<file path="config.mk">
export PLATFORM = sky130hd
export DESIGN_NAME = multicycle_ctrl
export DESIGN_NICKNAME = d
export VERILOG_FILES = /design/src/rtl/ctrl_defs.sv /design/src/rtl/instr_decoder.sv /design/src/rtl/multicycle_ctrl.sv
export SDC_FILE = /design/constraint.sdc
export NUM_CORES = 1
export LEC_CHECK = 0
export CAP_MARGIN = 20
export CORE_MARGIN = 3
export CORE_UTILIZATION = 43
export CTS_CLUSTER_DIAMETER = 50
export DETAILED_ROUTE_END_ITERATION = 8
export GPL_TIMING_DRIVEN = 0
export PLACE_DENSITY_LB_ADDON = 0.08
export SETUP_SLACK_MARGIN = 0.15
export SLEW_MARGIN = 20
export SYNTH_ARGS = -nofsm -noshare
export SYNTH_HDL_FRONTEND = slang
export SYNTH_SLANG_ARGS = --single-unit
</file>
<file path="constraint.sdc">
create_clock -name clk -period 2.2 [get_ports clk]
set_input_delay 0.44 -clock clk [delete_from_list [all_inputs] [get_ports clk]]
set_output_delay 0.44 -clock clk [all_outputs]
set_load 0.1 [all_outputs]
</file>
<file path="src/rtl/ctrl_defs.sv">
// Shared definitions for the multicycle control path: opcodes, ALU op codes,
// FSM state encoding and the decoded-instruction record.
package ctrl_defs;

    localparam logic [6:0] OP_R   = 7'b0110011;
    localparam logic [6:0] OP_I   = 7'b0010011;
    localparam logic [6:0] OP_LW  = 7'b0000011;
    localparam logic [6:0] OP_SW  = 7'b0100011;
    localparam logic [6:0] OP_BEQ = 7'b1100011;

    localparam logic [2:0] F3_ADD = 3'b000;
    localparam logic [2:0] F3_SLL = 3'b001;
    localparam logic [2:0] F3_SLT = 3'b010;
    localparam logic [2:0] F3_XOR = 3'b100;
    localparam logic [2:0] F3_SR  = 3'b101;
    localparam logic [2:0] F3_OR  = 3'b110;
    localparam logic [2:0] F3_AND = 3'b111;
    localparam logic [2:0] F3_W   = 3'b010;
    localparam logic [2:0] F3_BEQ = 3'b000;

    localparam logic [6:0] F7_BASE = 7'b0000000;
    localparam logic [6:0] F7_ALT  = 7'b0100000;

    typedef enum logic [3:0] {
        ALU_AND = 4'b0000,
        ALU_OR  = 4'b0001,
        ALU_ADD = 4'b0010,
        ALU_SUB = 4'b0110,
        ALU_SLT = 4'b0111,
        ALU_SRL = 4'b1000,
        ALU_SLL = 4'b1001,
        ALU_SRA = 4'b1010,
        ALU_XOR = 4'b1101
    } alu_op_e;

    typedef enum logic [2:0] {
        S_IF  = 3'd0,
        S_ID  = 3'd1,
        S_EX  = 3'd2,
        S_MEM = 3'd3,
        S_WB  = 3'd4
    } state_e;

    typedef struct packed {
        alu_op_e alu_ctrl;
        logic    alu_src;
        logic    is_load;
        logic    is_store;
        logic    is_branch;
        logic    writes_reg;
        logic    illegal;
    } dec_t;

endpackage

</file>
<file path="src/rtl/instr_decoder.sv">
// Combinational RV32I-subset decoder: instr -> ALU op, operand select and
// instruction class flags. Anything outside the supported subset is illegal.
module instr_decoder
    import ctrl_defs::*;
(
    input  logic [31:0] instr,
    output dec_t        dec
);

    logic [6:0] opcode;
    logic [2:0] funct3;
    logic [6:0] funct7;
    logic       f7_base, f7_alt;
    logic       arith_ok, r_f7_ok, i_f7_ok;
    alu_op_e    arith_op;
    logic       unused_fields;

    assign opcode  = instr[6:0];
    assign funct3  = instr[14:12];
    assign funct7  = instr[31:25];
    assign f7_base = (funct7 == F7_BASE);
    assign f7_alt  = (funct7 == F7_ALT);
    assign unused_fields = ^{instr[24:15], instr[11:7]};

    // R-type only allows the alternate funct7 for SUB/SRA; I-type only checks it on shifts.
    assign r_f7_ok = f7_base || (f7_alt && (funct3 == F3_ADD || funct3 == F3_SR));
    assign i_f7_ok = (funct3 == F3_SLL) ? f7_base :
                     (funct3 == F3_SR)  ? (f7_base || f7_alt) : 1'b1;

    always_comb begin
        arith_op = ALU_ADD;
        arith_ok = 1'b1;
        case (funct3)
            F3_ADD:  arith_op = ALU_ADD;
            F3_SLL:  arith_op = ALU_SLL;
            F3_SLT:  arith_op = ALU_SLT;
            F3_XOR:  arith_op = ALU_XOR;
            F3_SR:   arith_op = funct7[5] ? ALU_SRA : ALU_SRL;
            F3_OR:   arith_op = ALU_OR;
            F3_AND:  arith_op = ALU_AND;
            default: arith_ok = 1'b0;
        endcase
    end

    always_comb begin
        dec          = '0;
        dec.alu_ctrl = ALU_AND;
        dec.illegal  = 1'b1;
        case (opcode)
            OP_R: if (arith_ok && r_f7_ok) begin
                dec.alu_ctrl   = (funct3 == F3_ADD && f7_alt) ? ALU_SUB : arith_op;
                dec.writes_reg = 1'b1;
                dec.illegal    = 1'b0;
            end
            OP_I: if (arith_ok && i_f7_ok) begin
                dec.alu_ctrl   = arith_op;
                dec.alu_src    = 1'b1;
                dec.writes_reg = 1'b1;
                dec.illegal    = 1'b0;
            end
            OP_LW: if (funct3 == F3_W) begin
                dec.alu_ctrl   = ALU_ADD;
                dec.alu_src    = 1'b1;
                dec.is_load    = 1'b1;
                dec.writes_reg = 1'b1;
                dec.illegal    = 1'b0;
            end
            OP_SW: if (funct3 == F3_W) begin
                dec.alu_ctrl = ALU_ADD;
                dec.alu_src  = 1'b1;
                dec.is_store = 1'b1;
                dec.illegal  = 1'b0;
            end
            OP_BEQ: if (funct3 == F3_BEQ) begin
                dec.alu_ctrl  = ALU_SUB;
                dec.is_branch = 1'b1;
                dec.illegal   = 1'b0;
            end
            default: ;
        endcase
    end

endmodule

</file>
<file path="src/rtl/multicycle_ctrl.sv">
// Multicycle control FSM: IF/ID/EX/(MEM)/WB sequencing, data-memory handshake
// with timeout, and retired-instruction counter. All outputs are registered.
module multicycle_ctrl
    import ctrl_defs::*;
#(
    parameter int MEM_TIMEOUT = 16
) (
    input  logic        clk,
    input  logic        rst,
    input  logic [31:0] instr,
    input  logic        Zero,
    input  logic        dReady,
    output logic        PCSrc,
    output logic        ALUSrc,
    output logic        RegWrite,
    output logic        MemToReg,
    output logic        MemRead,
    output logic        MemWrite,
    output logic        loadPC,
    output logic [3:0]  ALUCtrl,
    output logic        illegal_instr,
    output logic        mem_err,
    output logic [31:0] instr_retired
);

    localparam int CW = $clog2(MEM_TIMEOUT + 1);

    state_e        state;
    dec_t          dec, dec_q;
    logic [CW-1:0] wait_cnt;
    logic          mem_op, wait_last, enter_wb, mem_fail;

    instr_decoder u_dec (
        .instr (instr),
        .dec   (dec)
    );

    // Decode is held in dec_q from ID through WB, so these stay registered.
    assign ALUCtrl = dec_q.alu_ctrl;
    assign ALUSrc  = dec_q.alu_src;

    assign mem_op    = dec_q.is_load | dec_q.is_store;
    assign wait_last = (wait_cnt == CW'(MEM_TIMEOUT - 1));
    assign enter_wb  = (state == S_EX && !mem_op) ||
                       (state == S_MEM && (dReady || wait_last));
    assign mem_fail  = (state == S_MEM) && !dReady;

    always_ff @(posedge clk) begin
        if (!rst) begin
            state         <= S_IF;
            dec_q         <= '0;
            wait_cnt      <= '0;
            PCSrc         <= 1'b0;
            RegWrite      <= 1'b0;
            MemToReg      <= 1'b0;
            MemRead       <= 1'b0;
            MemWrite      <= 1'b0;
            loadPC        <= 1'b0;
            illegal_instr <= 1'b0;
            mem_err       <= 1'b0;
            instr_retired <= '0;
        end else begin
            PCSrc         <= 1'b0;
            RegWrite      <= 1'b0;
            MemToReg      <= 1'b0;
            loadPC        <= 1'b0;
            illegal_instr <= 1'b0;
            mem_err       <= 1'b0;

            case (state)
                S_IF: begin
                    dec_q <= dec;
                    state <= S_ID;
                end
                S_ID: state <= S_EX;
                S_EX: begin
                    if (mem_op) begin
                        MemRead  <= dec_q.is_load;
                        MemWrite <= dec_q.is_store;
                        wait_cnt <= '0;
                        state    <= S_MEM;
                    end else begin
                        state <= S_WB;
                    end
                end
                S_MEM: begin
                    if (dReady || wait_last) begin
                        MemRead  <= 1'b0;
                        MemWrite <= 1'b0;
                        state    <= S_WB;
                    end else begin
                        wait_cnt <= wait_cnt + CW'(1);
                    end
                end
                S_WB: begin
                    dec_q <= '0;
                    state <= S_IF;
                end
                default: state <= S_IF;
            endcase

            // Writeback pulses are launched on the edge into WB so they appear during WB.
            if (enter_wb) begin
                loadPC        <= 1'b1;
                PCSrc         <= dec_q.is_branch & Zero;
                RegWrite      <= dec_q.writes_reg & ~mem_fail;
                MemToReg      <= dec_q.is_load & ~mem_fail;
                illegal_instr <= dec_q.illegal;
                mem_err       <= mem_fail;
                if (!dec_q.illegal && !mem_fail)
                    instr_retired <= instr_retired + 32'd1;
            end
        end
    end

endmodule

</file>
==> results.txt, run 1 <==
status = finished, final reports clean
initial core utilization = 45.29%
Worst setup EP type = output pin
Final ANT Viol Nets = 0
fin crit period = 2005 ps
clk_lat worst skew = 340 ps
HP Class = reg2reg
multi-input logic area = 0.001785 mm²
post-synthesis sequential area ratio = 39.47%
clock root buffer = clkbuf_8
filler instances = 589
RePlAce Congestion = 0.7999
Yosys top cell area share = 39.47%
Clock Pin Slew Worst Setup and Hold Paths = 60 ps
Reg area = 0.001237 mm²
WHS = 461.5 ps
antenna violations before repair = 0
io pins = 81
crit-path cells = clkdlybuf4s15_1
die area = 0.007869 mm²
CTS sink count = 58
critical path fanouts, max = 5
ys async rst share = 0%
total number of vias = 2829
die width = 88.71 µm
Buf/Inv on CP = 1
Avg Cell Area, Syn = 8.429 µm²
critical path's top delay family = buffers and inverters
syn_nets = 388
RSZ-0062 raised after global routing = yes
Crit path largest cell delay = 840 ps
dpl hpwl = 5151 µm
Remaining Overflow, GRT = 0
drt drc = 0
Area after DPL = 0.003756 mm²
ANT cells = 0
worst-margin pin slew = 967.0 ps
CP max stage cell = clkdlybuf4s15_1
Worst Skew = 8.030 ps
Worst Path Arrival = 1570 ps
Max Clk Rate = 498.6 MHz
drt wl/cell = 14.04 µm
via count of the first global-routing pass = 2586
TNS Setup = 0 ps
critical path required time = 1760 ps
Ys Warns = 0
Synth Cell Area = 0.002942 mm²
Post-synth EDFFs = 0
register bit count reported by yosys = 58
TritonCTS clock tree = done
Power Dens Cells = 589.7 mW/mm²
Core Region = 0.006495 mm²
post-synthesis cell count = 349
Clock Tree Buf Depth = 2
Critical Path Start Type = register
Slew HR = 35.79%
DRT iter0 DRCs = 74
total chip power = 2421 µW
H-tree depth = 3
Hold Fails Final Rpt = 0
max-cap violation count = 0
final wirelength = 7257 µm
share of cells above drive strength 1 = 23.41%
Die Y-Extent = 88.71 µm
setup ws final = 194.6 ps
Hold-fix buffers, CTS = 0
worst slack, placed = -422.7 ps
final period utilization = 91.16%
largest net degree at the start of global routing = 11
gr usage total = 19.28%
first-pass GRT wire length = 11940 µm
Top FF cell, synth = dfxtp_1
Synth cell types = 62
CTS Buf Count = 9
leakage = 0.001549 µW
final slew viol count = 0
I/O Buffers = 63
largest cells by area after synthesis = dfxtp_1, nor2_1, xnor2_1
Area Overhead vs Synth = 39.56%
num rows = 29
CP Class = reg2out
Final setup viols = 0
area leader, netlist = dfxtp_1
peak supply drop = 0.0003138 V
DR pass1 iterations = 4
Via density = 5.472
post-route cell area = 0.004105 mm²
final net count = 474
==> placed cells by master, fill, tap and decap left out, drive strengths merged, types with 6 or more instances in the layout <==
cell type	count
nor4	9
buf	19
o21ai	18
or3	12
nand2	28
nand4	9
xor2	7
and3	6
xnor2	15
nor2	36
nor3	12
and2	6
clkdlybuf4s50	13
dfxtp	58
clkbuf	33
nand3	11
dlygate4sd2	24
or4	7
inv	9
a21oi	24
clkdlybuf4s15	13
==> final cells by class <==
cell class,instances,share of cell area [%]
Multi-Input combinational cell,261,43.49
Sequential cell,58,30.14
Timing Repair Buffer,75,16.06
Clock buffer,11,3.200
Buffer,20,2.682
Tap cell,77,2.347
Clock inverter,5,1.128
Inverter,10,0.9448
==> worst reg2reg max path: stages (launching register included) <==
cell	delay, ps
dfxtp_2	340
ha_1	200
and3_1	190
ha_1	200
or3b_4	410
o21a_4	160
nor3b_2	190
and3_1	210
==> final timing paths <==
check	endpoint	depth (start not counted)	slack, ps	start
worst min register to register	ALUCtrl[0]	2	460	ALUCtrl[0]
worst min-delay path	ALUCtrl[0]	2	460	ALUCtrl[0]
worst max-delay path	instr_retired[27]	1	190	instr_retired[27]
worst max register to register	MemToReg	7	200	wait_cnt[0]
==> per-layer routing <==
layer  track usage [%]  up-vias  share of wire, %
li1                  -     1441                 -
met1             25.81     1307                49
met2             29.01       71                44
met3             5.493       10               4.8
met4             8.104        0               1.5
met5                 0        -                 0
==> state kept, by name (all words and copies together) (netlist names), 3 cells and up <==
name,count
instr_retired,32
dec_q,5
wait_cnt,5
ALUCtrl,4
state,3
==> cell usage after synthesis (2+ instances only) <==
cell type	n
a211oi_1	2
a21oi_1	24
a22oi_1	3
a31oi_1	3
and2_1	6
and3_1	6
and4_1	4
buf_4	4
buf_6	2
clkbuf_1	13
dfxtp_1	58
ha_1	3
inv_1	9
mux2i_1	2
nand2_1	28
nand2b_1	2
nand3_1	11
nand3b_1	3
nand4_1	8
nor2_1	36
nor2b_1	3
nor3_1	11
nor3b_1	2
nor4_1	9
o21a_1	2
o21ai_0	18
o31ai_1	5
or2_2	3
or3_1	11
or4_1	6
xnor2_1	15
xor2_1	7
==> through the flow <==
step                std cells  util (%)
global placement          489     57.83
global route              517     63.21
detailed placement        489     57.83
floorplan                 349         -
CTS                       510     61.84
finish                    517     63.21
==> report_power, final <==
part,internal (µW),switching (µW),leakage [µW]
Sequential,1060,30.6,0.000487
Clock,510,400,0.0000898
Combinational,168,254,0.000973
==> cells by family after synthesis <==
logic type	count (synthesis)	synth area share (%)
fa+ha+maj	3	1.276
compound gates	72	15.99
mux	2	0.6806
xor+xnor	22	6.551
buf+inv	30	4.849
simple gates	162	31.18
flops	58	39.47
==> repair_timing <==
item | 4_1_cts | 5_1_grt
endpoints found under the setup margin | 74 | 44
pin swaps | 4 | 8
buffers inserted | 5 | 6
gates cloned | 0 | 1
resized for setup | 79 | 41
(Power assumes the default switching activity.)
==> run 2, diff against run 1 <==
Settings changed: CORE_UTILIZATION 43 to 45, CTS_BUF_LIST set to sky130_fd_sc_hd__clkbuf_8.
==> run 2 against run 1 <==
  * Clock power grew 35%
  * Largest power group is now the clock network
  * Register-to-register slack worse by 30 ps
  * Critical endpoint is now instr_retired[28]
  * Non-clock buffer count down 3
==> results.txt, run 2 (same netlist as run 1, synthesis figures left out) <==
post-route cell area = 0.004164 mm²
Via density = 5.613
Remaining Overflow, GRT = 0
TritonCTS clock tree = done
RSZ-0062 raised after global routing = yes
crit-path cells = buf_6 -> nor3b_4 -> o2111ai_4 -> or3_4 -> or4_1 -> a21oi_2
CTS sink count = 58
clock root buffer = clkbuf_8
peak supply drop = 0.0004274 V
initial core utilization = 47.98%
drt drc = 0
Critical Path Start Type = register
CP Class = reg2reg
Final setup viols = 0
leakage = 0.001545 µW
die area = 0.007543 mm²
H-tree depth = 3
max-cap violation count = 0
ANT cells = 0
HP Class = reg2reg
total number of vias = 2874
Final ANT Viol Nets = 0
DR pass1 iterations = 5
Core Region = 0.006131 mm²
final period utilization = 92.05%
max reg flops = 32
worst-margin pin slew = 964.5 ps
Reg2Reg Setup Slack = 170 ps
CTS Buf Count = 9
Max Clk Rate = 493.8 MHz
WHS = 450.2 ps
Crit path largest cell delay = 490 ps
I/O Buffers = 63
Area after DPL = 0.003754 mm²
Die Y-Extent = 86.85 µm
Worst setup EP type = register
fin crit period = 2025 ps
via count of the first global-routing pass = 2646
first-pass GRT wire length = 12080 µm
die width = 86.85 µm
final slew viol count = 0
Power Dens Cells = 656.0 mW/mm²
share of cells above drive strength 1 = 25.86%
Clock Pin Slew Worst Setup and Hold Paths = 60 ps
most common cell after layout, fill and taps aside = nor2_1
Slew HR = 35.95%
status = finished, final reports clean
critical path required time = 2460 ps
drt wl/cell = 14.38 µm
most frequent cells in the layout = nor2_1, dfxtp_1, nand2_1
final wirelength = 7363 µm
DRT iter0 DRCs = 131
num rows = 28
largest net degree at the start of global routing = 11
final net count = 471
Area Overhead vs Synth = 41.56%
Worst Skew = 8.976 ps
antenna violations before repair = 0
Worst Path Arrival = 2290 ps
RePlAce Congestion = 0.8585
gr usage total = 19.76%
dpl hpwl = 5146 µm
Clock Tree Buf Depth = 2
io pins = 81
critical path fanouts, max = 7
most flop-heavy register = instr_retired
clk_lat worst skew = 330 ps
CP max stage cell = or4_1
Hold Fails Final Rpt = 0
total chip power = 2732 µW
largest registers = instr_retired: 32 flops, dec_q: 5 flops, wait_cnt: 5 flops
[run 2: cell count changes in the layout (fill, tap and decap cells not counted), moves of 3 or more]
cell | previous run | this run
a21oi_2 | 0 | 5
clkdlybuf4s50_1 | 13 | 17
o21ai_0 | 18 | 15
a21oi_1 | 24 | 19
dlymetal6s2s_1 | 4 | 0
dlygate4sd2_1 | 24 | 27
o21ai_1 | 0 | 3
clkinv_1 | 3 | 0
clkdlybuf4s15_1 | 11 | 8
[run 2: through the flow]
step | utilization, % | setup TNS, ps | setup slack [ps] | instances
after floorplan | - | 0 | 69.20 | 349
after global placement | 61.22 | -6273 | -409.2 | 487
after detailed placement | 61.22 | -6618 | -413.9 | 487
after CTS | 65.76 | 0 | 99.00 | 506
after global routing | 67.92 | 0 | 77.75 | 512
final | 67.92 | 0 | 175.0 | 512
[run 2: critical path: cells and delay by family (launching register included)]
family | cells | cell delay [ps]
compound gates | 2 | 300
simple gates | 3 | 1210
buf+inv | 1 | 120
flops | 1 | 320
[run 2: where the power goes]
group	switching, µW	internal (µW)	total, µW	leakage [µW]
clock network	423	810	1230	0.000129
registers	33.6	1060	1090	0.000487
logic	252	154	406	0.000928
total	709	2020	2730	0.00154
[run 2: metal layers]
layer | track usage (%) | part of all wire, % | vias up
met2 | 29.95 | 45 | 90
met1 | 27.56 | 48 | 1334
met4 | 6.374 | 1.1 | 0
met3 | 4.730 | 6.0 | 13
met5 | 0 | 0 | -
li1 | - | - | 1437
[run 2: cell type report]
type,count,area (µm²)
Fill cell,513,1967
Sequential cell,58,1239
Tap cell,75,93.84
Multi-Input combinational cell,261,1805
Inverter,10,37.54
Buffer,20,111.4
Clock inverter,5,100.1
Timing Repair Buffer,72,625.6
Clock buffer,11,151.4
[run 2: repair_timing]
item                                    in CTS  in global routing
pin swaps                                    3                  7
buffers inserted                             3                  5
cloned                                       0                  1
hold buffers                                 0                  0
endpoints found under the setup margin      74                 44
gates resized for setup                     70                 54
[run 2: path summary, 6_finish.rpt]
path,cells after the start,end,from
min,2,ALUCtrl[3],ALUCtrl[3]
min reg2reg,2,ALUCtrl[3],ALUCtrl[3]
max,6,instr_retired[28],state[2]
max reg2reg,6,instr_retired[28],state[2]
==> run 3, diff against run 2 <==
Settings changed: PLACE_DENSITY_LB_ADDON 0.08 to 0.05.
==> run 3 against run 2 <==
  * Worst setup slack improved by 14 ps
  * Largest power group is now sequential cells
  * Critical endpoint is now ALUCtrl[3]
  * Routed wire length increased by 1.3%
  * Critical path type is now in2reg
  * Clock skew increased by 1.0 ps
==> results.txt, run 3 (same netlist as run 1, synthesis figures left out) <==
Remaining Overflow, GRT = 0
most frequent cells in the layout = nor2_1, dfxtp_1, nand2_1
Final ANT Viol Nets = 0
hold_sp = ALUCtrl[3]
most flop-heavy register = instr_retired
Slew HR = 35.83%
CTS Buf Count = 9
Core Region = 0.006131 mm²
Worst setup EP type = register
final wirelength = 7456 µm
final period utilization = 91.39%
Hold Fails Final Rpt = 0
most common cell after layout, fill and taps aside = nor2_1
antenna violations before repair = 0
crit-path cells = clkdlybuf4s50_1 -> or4_4 -> nor4_2 -> a31oi_1 -> or3_1 -> o31ai_1
Crit path largest cell delay = 560 ps
CP Class = in2reg
Die Y-Extent = 86.85 µm
clock root buffer = clkbuf_8
ANT cells = 0
reg2reg start = instr_retired[6]
Clock Tree Buf Depth = 2
RePlAce Congestion = 0.8186
drt wl/cell = 14.42 µm
Power Dens Cells = 611.6 mW/mm²
max-cap violation count = 0
status = finished, final reports clean
final slew viol count = 0
leakage = 0.001539 µW
first-pass GRT wire length = 12190 µm
WHS = 456.1 ps
Via density = 5.569
TritonCTS clock tree = done
final net count = 476
CTS sink count = 58
Worst Skew = 9.979 ps
Critical Path Source = instr[26]
share of cells above drive strength 1 = 24.43%
dpl hpwl = 5247 µm
Area Overhead vs Synth = 40.32%
initial core utilization = 47.98%
Buf/Inv on CP = 1
die area = 0.007543 mm²
gr usage total = 20.13%
fin crit period = 2011 ps
num rows = 28
Worst Path Arrival = 2250 ps
largest registers = instr_retired: 32 flops, dec_q: 5 flops, wait_cnt: 5 flops
peak supply drop = 0.0003476 V
H-tree depth = 3
Final setup viols = 0
max reg flops = 32
CP max stage cell = or4_4
Util after Layout = 67.33%
Max Clk Rate = 497.4 MHz
Clock Pin Slew Worst Setup and Hold Paths = 60 ps
DRT iter0 DRCs = 123
io pins = 81
critical path's top delay family = simple AND/OR/NAND/NOR gates
worst-margin pin slew = 966.4 ps
largest net degree at the start of global routing = 11
total number of vias = 2879
RSZ-0062 raised after global routing = yes
Critical Path Start Type = primary input
critical path required time = 2440 ps
critical path fanouts, max = 2
I/O Buffers = 63
drt drc = 0
via count of the first global-routing pass = 2656
HP Class = reg2reg
die width = 86.85 µm
DR pass1 iterations = 4
clk_lat worst skew = 340 ps
run 3: cell count changes in the layout (fill, tap and decap cells not counted), moves of 3 or more:
| cell | previous run | this run |
|---|---|---|
| a21oi_1 | 19 | 23 |
| a21oi_2 | 5 | 1 |
| buf_4 | 12 | 17 |
| clkdlybuf4s15_1 | 8 | 12 |
| nor4_1 | 7 | 4 |
| nor4_2 | 1 | 5 |
| o21ai_0 | 15 | 18 |
| o21ai_1 | 3 | 0 |
run 3: stage by stage:
stage / cell area (µm²) / TNS (ps) / std cells / setup slack (ps) / total power [µW]
after floorplan: 3029 / 0 / 349 / 69.20 / 1359
after global placement: 3754 / -6209 / 487 / -396.8 / 1460
after detailed placement: 3754 / -7261 / 487 / -440.9 / 1465
after CTS: 4028 / 0 / 509 / 100.5 / 2515
after global routing: 4128 / 0 / 517 / 97.00 / 2641
final: 4128 / 0 / 517 / 189.4 / 2525
run 3: cell type report:
class / count / area [µm²]
clock inverters: 4 / 42.54
multi-input cells: 261 / 1772
inverters: 10 / 38.79
repair buffers: 77 / 669.4
flip-flops and latches: 58 / 1237
clock buffers: 12 / 165.2
fillers: 529 / 2003
plain buffers: 20 / 108.9
well taps: 75 / 93.84
run 3: final timing paths:
kind	endpoint	slack [ps]	cells past startpoint
max	ALUCtrl[3]	190	6
min	ALUCtrl[3]	460	2
max reg2reg	instr_retired[19]	200	6
min reg2reg	ALUCtrl[3]	460	2
run 3: layer usage:
metal / wire [µm] / global-route usage (%)
met5: 0 / 0
met4: 109 / 7.932
met3: 355 / 4.541
met2: 3349 / 29.95
met1: 3642 / 28.19
run 3: worst register-to-register path: stages (launching register included):
cell and delay [ps]:
dfxtp_4 380, and4_4 250, nand4_4 100, or4_4 600, buf_6 160, or3_4 320, a21oi_2 120
run 3: timing repair:
action,4_1_cts,5_1_grt
buffers inserted,6,7
endpoints found under the hold margin,0,0
resized for setup,72,38
hold buffers,0,0
endpoints found under the setup margin,74,43
cloned,0,1
pin swaps,5,5
run 3: where the power goes:
part           leakage [µW]  total [µW]  switching [µW]  internal (µW)
Combinational      0.000937         415             251            164
Clock              0.000115        1020             416            606
Sequential         0.000487        1090            29.0           1060
==> variant 1, RTL diff (flow settings as in run 2) <==
Change the parameter `MEM_TIMEOUT` from 16 to 8.
--- a/src/rtl/multicycle_ctrl.sv
+++ b/src/rtl/multicycle_ctrl.sv
@@ -5,3 +5,3 @@
 #(
-    parameter int MEM_TIMEOUT = 16
+    parameter int MEM_TIMEOUT = 8
 ) (
Check against the original RTL: same outputs for any inputs over 10 cycles, from zero or initial values and one cycle with rst low; that may be too few to reach the edited logic, so the function may still have changed.
==> variant 1 against run 2 <==
  * Clock skew is 0.0021 ns lower
  * Synthesized area fell by 5.0%
  * Sequential cell count down 1
  * Critical path depth is 5 lower
  * Routed wire length decreased by 4.9%
  * Design area is 6.8% lower
  * Largest cell class unchanged
  * Clock power shrank 21%
  * Total power fell by 18%
  * Via count down 7.1%
  * Largest power group is now sequential cells
  * Setup slack better by 0.019 ns
  * Highest routed layer unchanged
==> variant 1: results (changes against run 2) <==
stage	metric	value	unit	change
run_status	status	finished clean		
global_routing	use_met1	26.92	%	-0.64 points
final_layout	top_regs	instr_retired x32, dec_q x5		
route	first_pass_iters	4		-1
final_layout	nFillCells	546		+6.4%
sta	max_freq	498.4	MHz	+0.93%
power	p_switching	0.0005819	W	-18%
synth	netlist_top_cells_count	dfxtp_1 (57), nor2_1 (38), nand2_1 (26)		
synth	synthesis.nets	358		-7.7%
placed_design	dp_cells	459		-5.7%
final_layout	drive_gt1_share	21.52	%	-4.3 points
synth	yosys_warnings	0		unchanged
global_routing	use_met2	30.18	%	+0.23 points
setup_path	r2r_start	state[0]		
global_routing	grt_use_total	19.74	%	-0.024 points
power	ir_drop	0.4029	mV	-5.7%
global_routing	grt_pass1_vias	2470		-6.7%
clock_tree	cts_buffer_depth	2		unchanged
synth	syn_avg_cell_area	8.731	um2	+3.6%
setup_path	crit_fanout	4		-3
placed_design	dp_worst_setup_slack	-0.4324	ns	-0.01849 ns
global_routing	grt_pass1_wl	11.54	mm	-4.5%
setup_path	crit_path_start	instr_retired[20]		
power	p_leak	1.589	nW	+2.9%
sta	clock_skew	0.006916	ns	-0.002061 ns
setup_path	reg2reg_depth	7		+1
route	drt_iter0_markers	127		-3.1%
synth	ys_seq_area_share	40.84	%	+1.4 points
clock_tree	htreeDepth	3		unchanged
setup_path	critPathTopFamily	buffers and inverters		
route	vias	2669		-7.1%
setup_path	cp-endpoint	instr_retired[20]		
synth	async_flop_share	0	%	unchanged
sta	hold_ws	0.4642	ns	+0.01393 ns
sta	slew_headroom	35.79	%	-0.16 points
final_layout	nNetsFinal	442		-6.2%
final_layout	final_cell_count_no_fill	484		-5.5%
setup_path	r2r-end	instr_retired[25]		
global_routing	use_met3	4.612	%	-0.12 points
clock_tree	cts_root_buffer	clkbuf_8		
clock_tree	numCtsBuffers	9		unchanged
placed_design	portBuffers	64		+1.6%
setup_path	critPathSlowestCell	dlygate4sd2_1		
placed_design	place_hpwl	4.829	mm	-6.2%
synth	synth_area_leaders	dfxtp_1 (41%), xor2_1 (6.9%), nor2_1 (5.1%)		
synth	ys_types	52		-16%
final_layout	num_antenna_cells	0		unchanged
setup_path	worst_path_largest_cell_delay	0.86	ns	+0.37 ns
setup_path	ff2ff_setup_slack	0.24	ns	+0.07 ns
placed_design	globalplace.congestion	0.8238		-4.0%
route	wl_per_cell	14.47	um	+0.64%
## variant 1: how the worst min path moves through the flow
stage | start | endpoint | cells past startpoint
after floorplan | ALUCtrl[3] | ALUCtrl[3] | 2
after global placement | MemWrite | MemWrite | 2
after detailed placement | MemRead | MemRead | 2
after CTS | MemRead | MemRead | 2
after global routing | MemRead | MemRead | 2
final | MemWrite | MemWrite | 2
## variant 1: timing repair
| item | CTS | global route |
|---|---|---|
| buffers inserted | 1 | 7 |
| resized for setup | 55 | 29 |
| setup endpoints to repair | 52 | 36 |
| gates cloned | 0 | 1 |
| pin swaps | 4 | 9 |
## variant 1: power by group through the flow
stage          Clock (W)  Sequential, W  Combinational, W
5_1_grt          0.00104        0.00105          0.000244
3_5_place_dp           0        0.00107          0.000205
2_1_floorplan          0        0.00109          0.000108
4_1_cts         0.000991        0.00105          0.000205
3_3_place_gp           0        0.00107          0.000203
6_report        0.000970        0.00105          0.000223
## variant 1: cell type report
cell class / instances / share of cell area (%)
clock inverter: 6 / 1.482
tap: 75 / 2.417
inverter: 6 / 0.5801
timing repair buffer: 72 / 16.89
buffer: 16 / 2.127
sequential: 57 / 31.16
clock buffer: 10 / 3.545
multi-input combinational: 242 / 41.80
## variant 1: cells by family (layout without fill, tap and decap cells)
| family | after synthesis | after routing | share of synthesized area [%] |
|---|---|---|---|
| AO/OA/AOI/OAI | 56 | 56 | 14.47 |
| AND/OR/NAND/NOR | 153 | 154 | 30.59 |
| buffers and inverters | 22 | 110 | 3.672 |
| XOR/XNOR | 28 | 28 | 8.777 |
| flip-flops | 57 | 57 | 40.84 |
| adder cells (fa/ha/maj) | 2 | 2 | 0.8955 |
| multiplexers | 2 | 2 | 0.7613 |
## variant 1: metal layers
layer	vias up	share of wire, %
li1	1324	-
met1	1261	45
met2	74	47
met3	10	5.8
met4	0	1.2
met5	-	0
## variant 1: through the flow
stage	total power [W]	instance area (um2)	TNS, ns
3_3_place_gp	0.001272	3597	-3.650
2_1_floorplan	0.001194	2863	0
5_1_grt	0.002334	3882	0
4_1_cts	0.002242	3767	0
3_5_place_dp	0.001275	3597	-4.360
6_report	0.002240	3882	0
==> variant 2, RTL diff (flow settings as in run 2) <==
Made on the original files. The 5 states of `state_e` get a Gray code encoding in 3 bits.
--- a/src/rtl/ctrl_defs.sv
+++ b/src/rtl/ctrl_defs.sv
@@ -36,7 +36,7 @@
     typedef enum logic [2:0] {
-        S_IF  = 3'd0,
-        S_ID  = 3'd1,
-        S_EX  = 3'd2,
-        S_MEM = 3'd3,
-        S_WB  = 3'd4
+        S_IF  = 3'b000,
+        S_ID  = 3'b001,
+        S_EX  = 3'b011,
+        S_MEM = 3'b010,
+        S_WB  = 3'b110
     } state_e;
Formal check against the unedited RTL: no difference found for any inputs over 10 cycles, from zero or initial values and one cycle with rst low; not proved beyond that.
==> variant 2 against run 2 <==
  * Setup slack worse by 0.087 ns
  * Via count rose by 8.2%
  * Sequential cell count did not move
  * Non-clock buffer count up 20
  * Total power down 18%
  * Core utilization grew 0.56 points
  * Synthesized area increased by 2.0%
  * Clock skew fell by 0.00072 ns
  * Routed wire length grew 16%
  * Design area increased by 5.0%
  * Highest routed layer unchanged
==> variant 2: results (changes against run 2) <==
stage	metric	value	unit	change
setup_path	critPathTopFamily	simple AND/OR/NAND/NOR gates		
placed_design	globalplace.congestion	0.8687		+1.2%
route	first_pass_iters	4		-1
clock_tree	cts_buffer_depth	2		unchanged
placed_design	post_dp_cell_area	3792	um2	+1.0%
placed_design	portBuffers	63		unchanged
final_layout	nNetsFinal	501		+6.4%
synth	ys_types	58		-6.5%
route	wl_met2	4.073	mm	+23%
sta	clock_skew	0.008252	ns	-0.0007248 ns
clock_tree	clock_latency	0.34	ns	
synth	netlist_top_cells_count	dfxtp_1 (58), nor2_1 (33), a21oi_1 (30)		
route	wl_per_cell	15.65	um	+8.8%
placed_design	place_hpwl	5.493	mm	+6.7%
global_routing	grt_pass1_vias	2848		+7.6%
route	avgViaCountPerCell	5.715		+1.8%
final_layout	drive_gt1_share	27.84	%	+2.0 points
clock_tree	clk_pin_slew	0.07	ns	
global_routing	grt_max_degree	11		unchanged
power	ir_drop	0.4515	mV	+5.6%
synth	async_flop_share	0	%	unchanged
route	met1_length	3.811	mm	+8.0%
global_routing	grt_use_total	22.24	%	+2.5 points
setup_path	crit_fanout	6		-1
global_routing	grt_pass1_wl	13.55	mm	+12%
synth	synthFlopType	dfxtp_1		
route	met3_length	536	um	+22%
setup_path	critPathSlowestCell	or4_4		
final_layout	num_antenna_cells	0		unchanged
sta	finalHoldViolCount	0		unchanged
setup_path	reg2reg_depth	9		+3
final_layout	top_regs	instr_retired x32, dec_q x5, wait_cnt x5		
synth	ys_seq_area_share	38.72	%	-0.76 points
synth	synthesis.nets	403		+3.9%
route	top_layer	met4		
clock_tree	numCtsBuffers	9		unchanged
sta	worstMarginPinSlew	0.9686	ns	+0.004068 ns
global_routing	grt_antenna_before_repair	0		unchanged
worst_hold_path	hold_start	wait_cnt[4]		
setup_path	worst_setup_path_start_kind	flip-flop		
power	p_leak	1.695	nW	+9.7%
run_status	status	finished clean		
setup_path	r2r_start	wait_cnt[1]		
setup_path	worstPathArrival	2.38	ns	+0.09 ns
clock_tree	cts_root_buffer	clkbuf_8		
synth	yosys_warnings	0		unchanged
setup_path	worst_path_largest_cell_delay	0.40	ns	-0.09 ns
route	drt_iter0_markers	167		+27%
synth	synth_area_leaders	dfxtp_1 (39%), a21oi_1 (5.0%), nor2_1 (4.1%)		
-- variant 2: cell types whose count changed after synthesis, sizes merged, moves of 6 or more --
| cell | change |
|---|---|
| nand2 | -8 |
| a21oi | +6 |
| and2 | +7 |
| xnor2 | -11 |
| nand3 | +9 |
-- variant 2: report_power, final --
| part | switching (W) | total [W] | internal (W) |
|---|---|---|---|
| Clock | 0.000418 | 0.000841 | 0.000423 |
| Sequential | 0.0000180 | 0.00108 | 0.00106 |
| Combinational | 0.000189 | 0.000318 | 0.000129 |
| Total | 0.000624 | 0.00223 | 0.00161 |
-- variant 2: path summary, 6_finish.rpt --
path	endpoint	slack, ns
max	instr_retired[29]	0.09
min	wait_cnt[4]	0.46
max reg2reg	instr_retired[29]	0.09
min reg2reg	wait_cnt[4]	0.46
-- variant 2: cell families (layout without fill, tap and decap cells) --
logic type	Yosys count	after routing	share of synthesized area, %
compound gates	88	88	18.56
buf+inv	32	135	5.131
simple gates	168	168	31.79
flops	58	58	38.71
xor+xnor	12	12	3.504
mux	3	3	1.043
fa+ha+maj	3	3	1.252
-- variant 2: worst reg2reg max path, stage by stage, from the launching register on --
cell      delay [ns]
dfxtp_2         0.36
ha_4            0.14
and3_4          0.19
ha_4            0.15
nor2_4          0.04
o22ai_4         0.24
nand4b_4        0.20
buf_4           0.18
or4_4           0.40
a21oi_1         0.15
-- variant 2: cell type report --
type / instances / area [um2]
fill: 530 / 2013
clock buffer: 10 / 137.6
multi-input combinational: 274 / 1941
inverter: 7 / 26.28
tap: 77 / 96.34
sequential: 58 / 1220
buffer: 25 / 157.7
clock inverter: 6 / 27.53
timing repair buffer: 87 / 767.0
-- variant 2: per-layer routing --
layer | global-route usage, % | vias up
met4 | 6.137 | 0
met1 | 31.28 | 1473
met5 | 0 | -
met3 | 6.585 | 10
li1 | - | 1536
met2 | 33.15 | 90
-- variant 2: per-stage QoR --
step	util [%]	worst slack, ns	instances
finish	68.48	0.08808	544
global route	68.48	-0.01801	544
CTS	64.75	0.08926	534
detailed placement	59.38	-0.3821	504
global placement	59.38	-0.3761	504
floorplan	-	0.1542	364
-- variant 2: what timing repair did --
| item | in CTS | in global routing |
|---|---|---|
| buffers inserted | 12 | 10 |
| setup endpoints to repair | 76 | 48 |
| gates cloned | 2 | 0 |
| resized for setup | 77 | 69 |
| pin swaps | 9 | 27 |
| hold buffers | 0 | 0 |
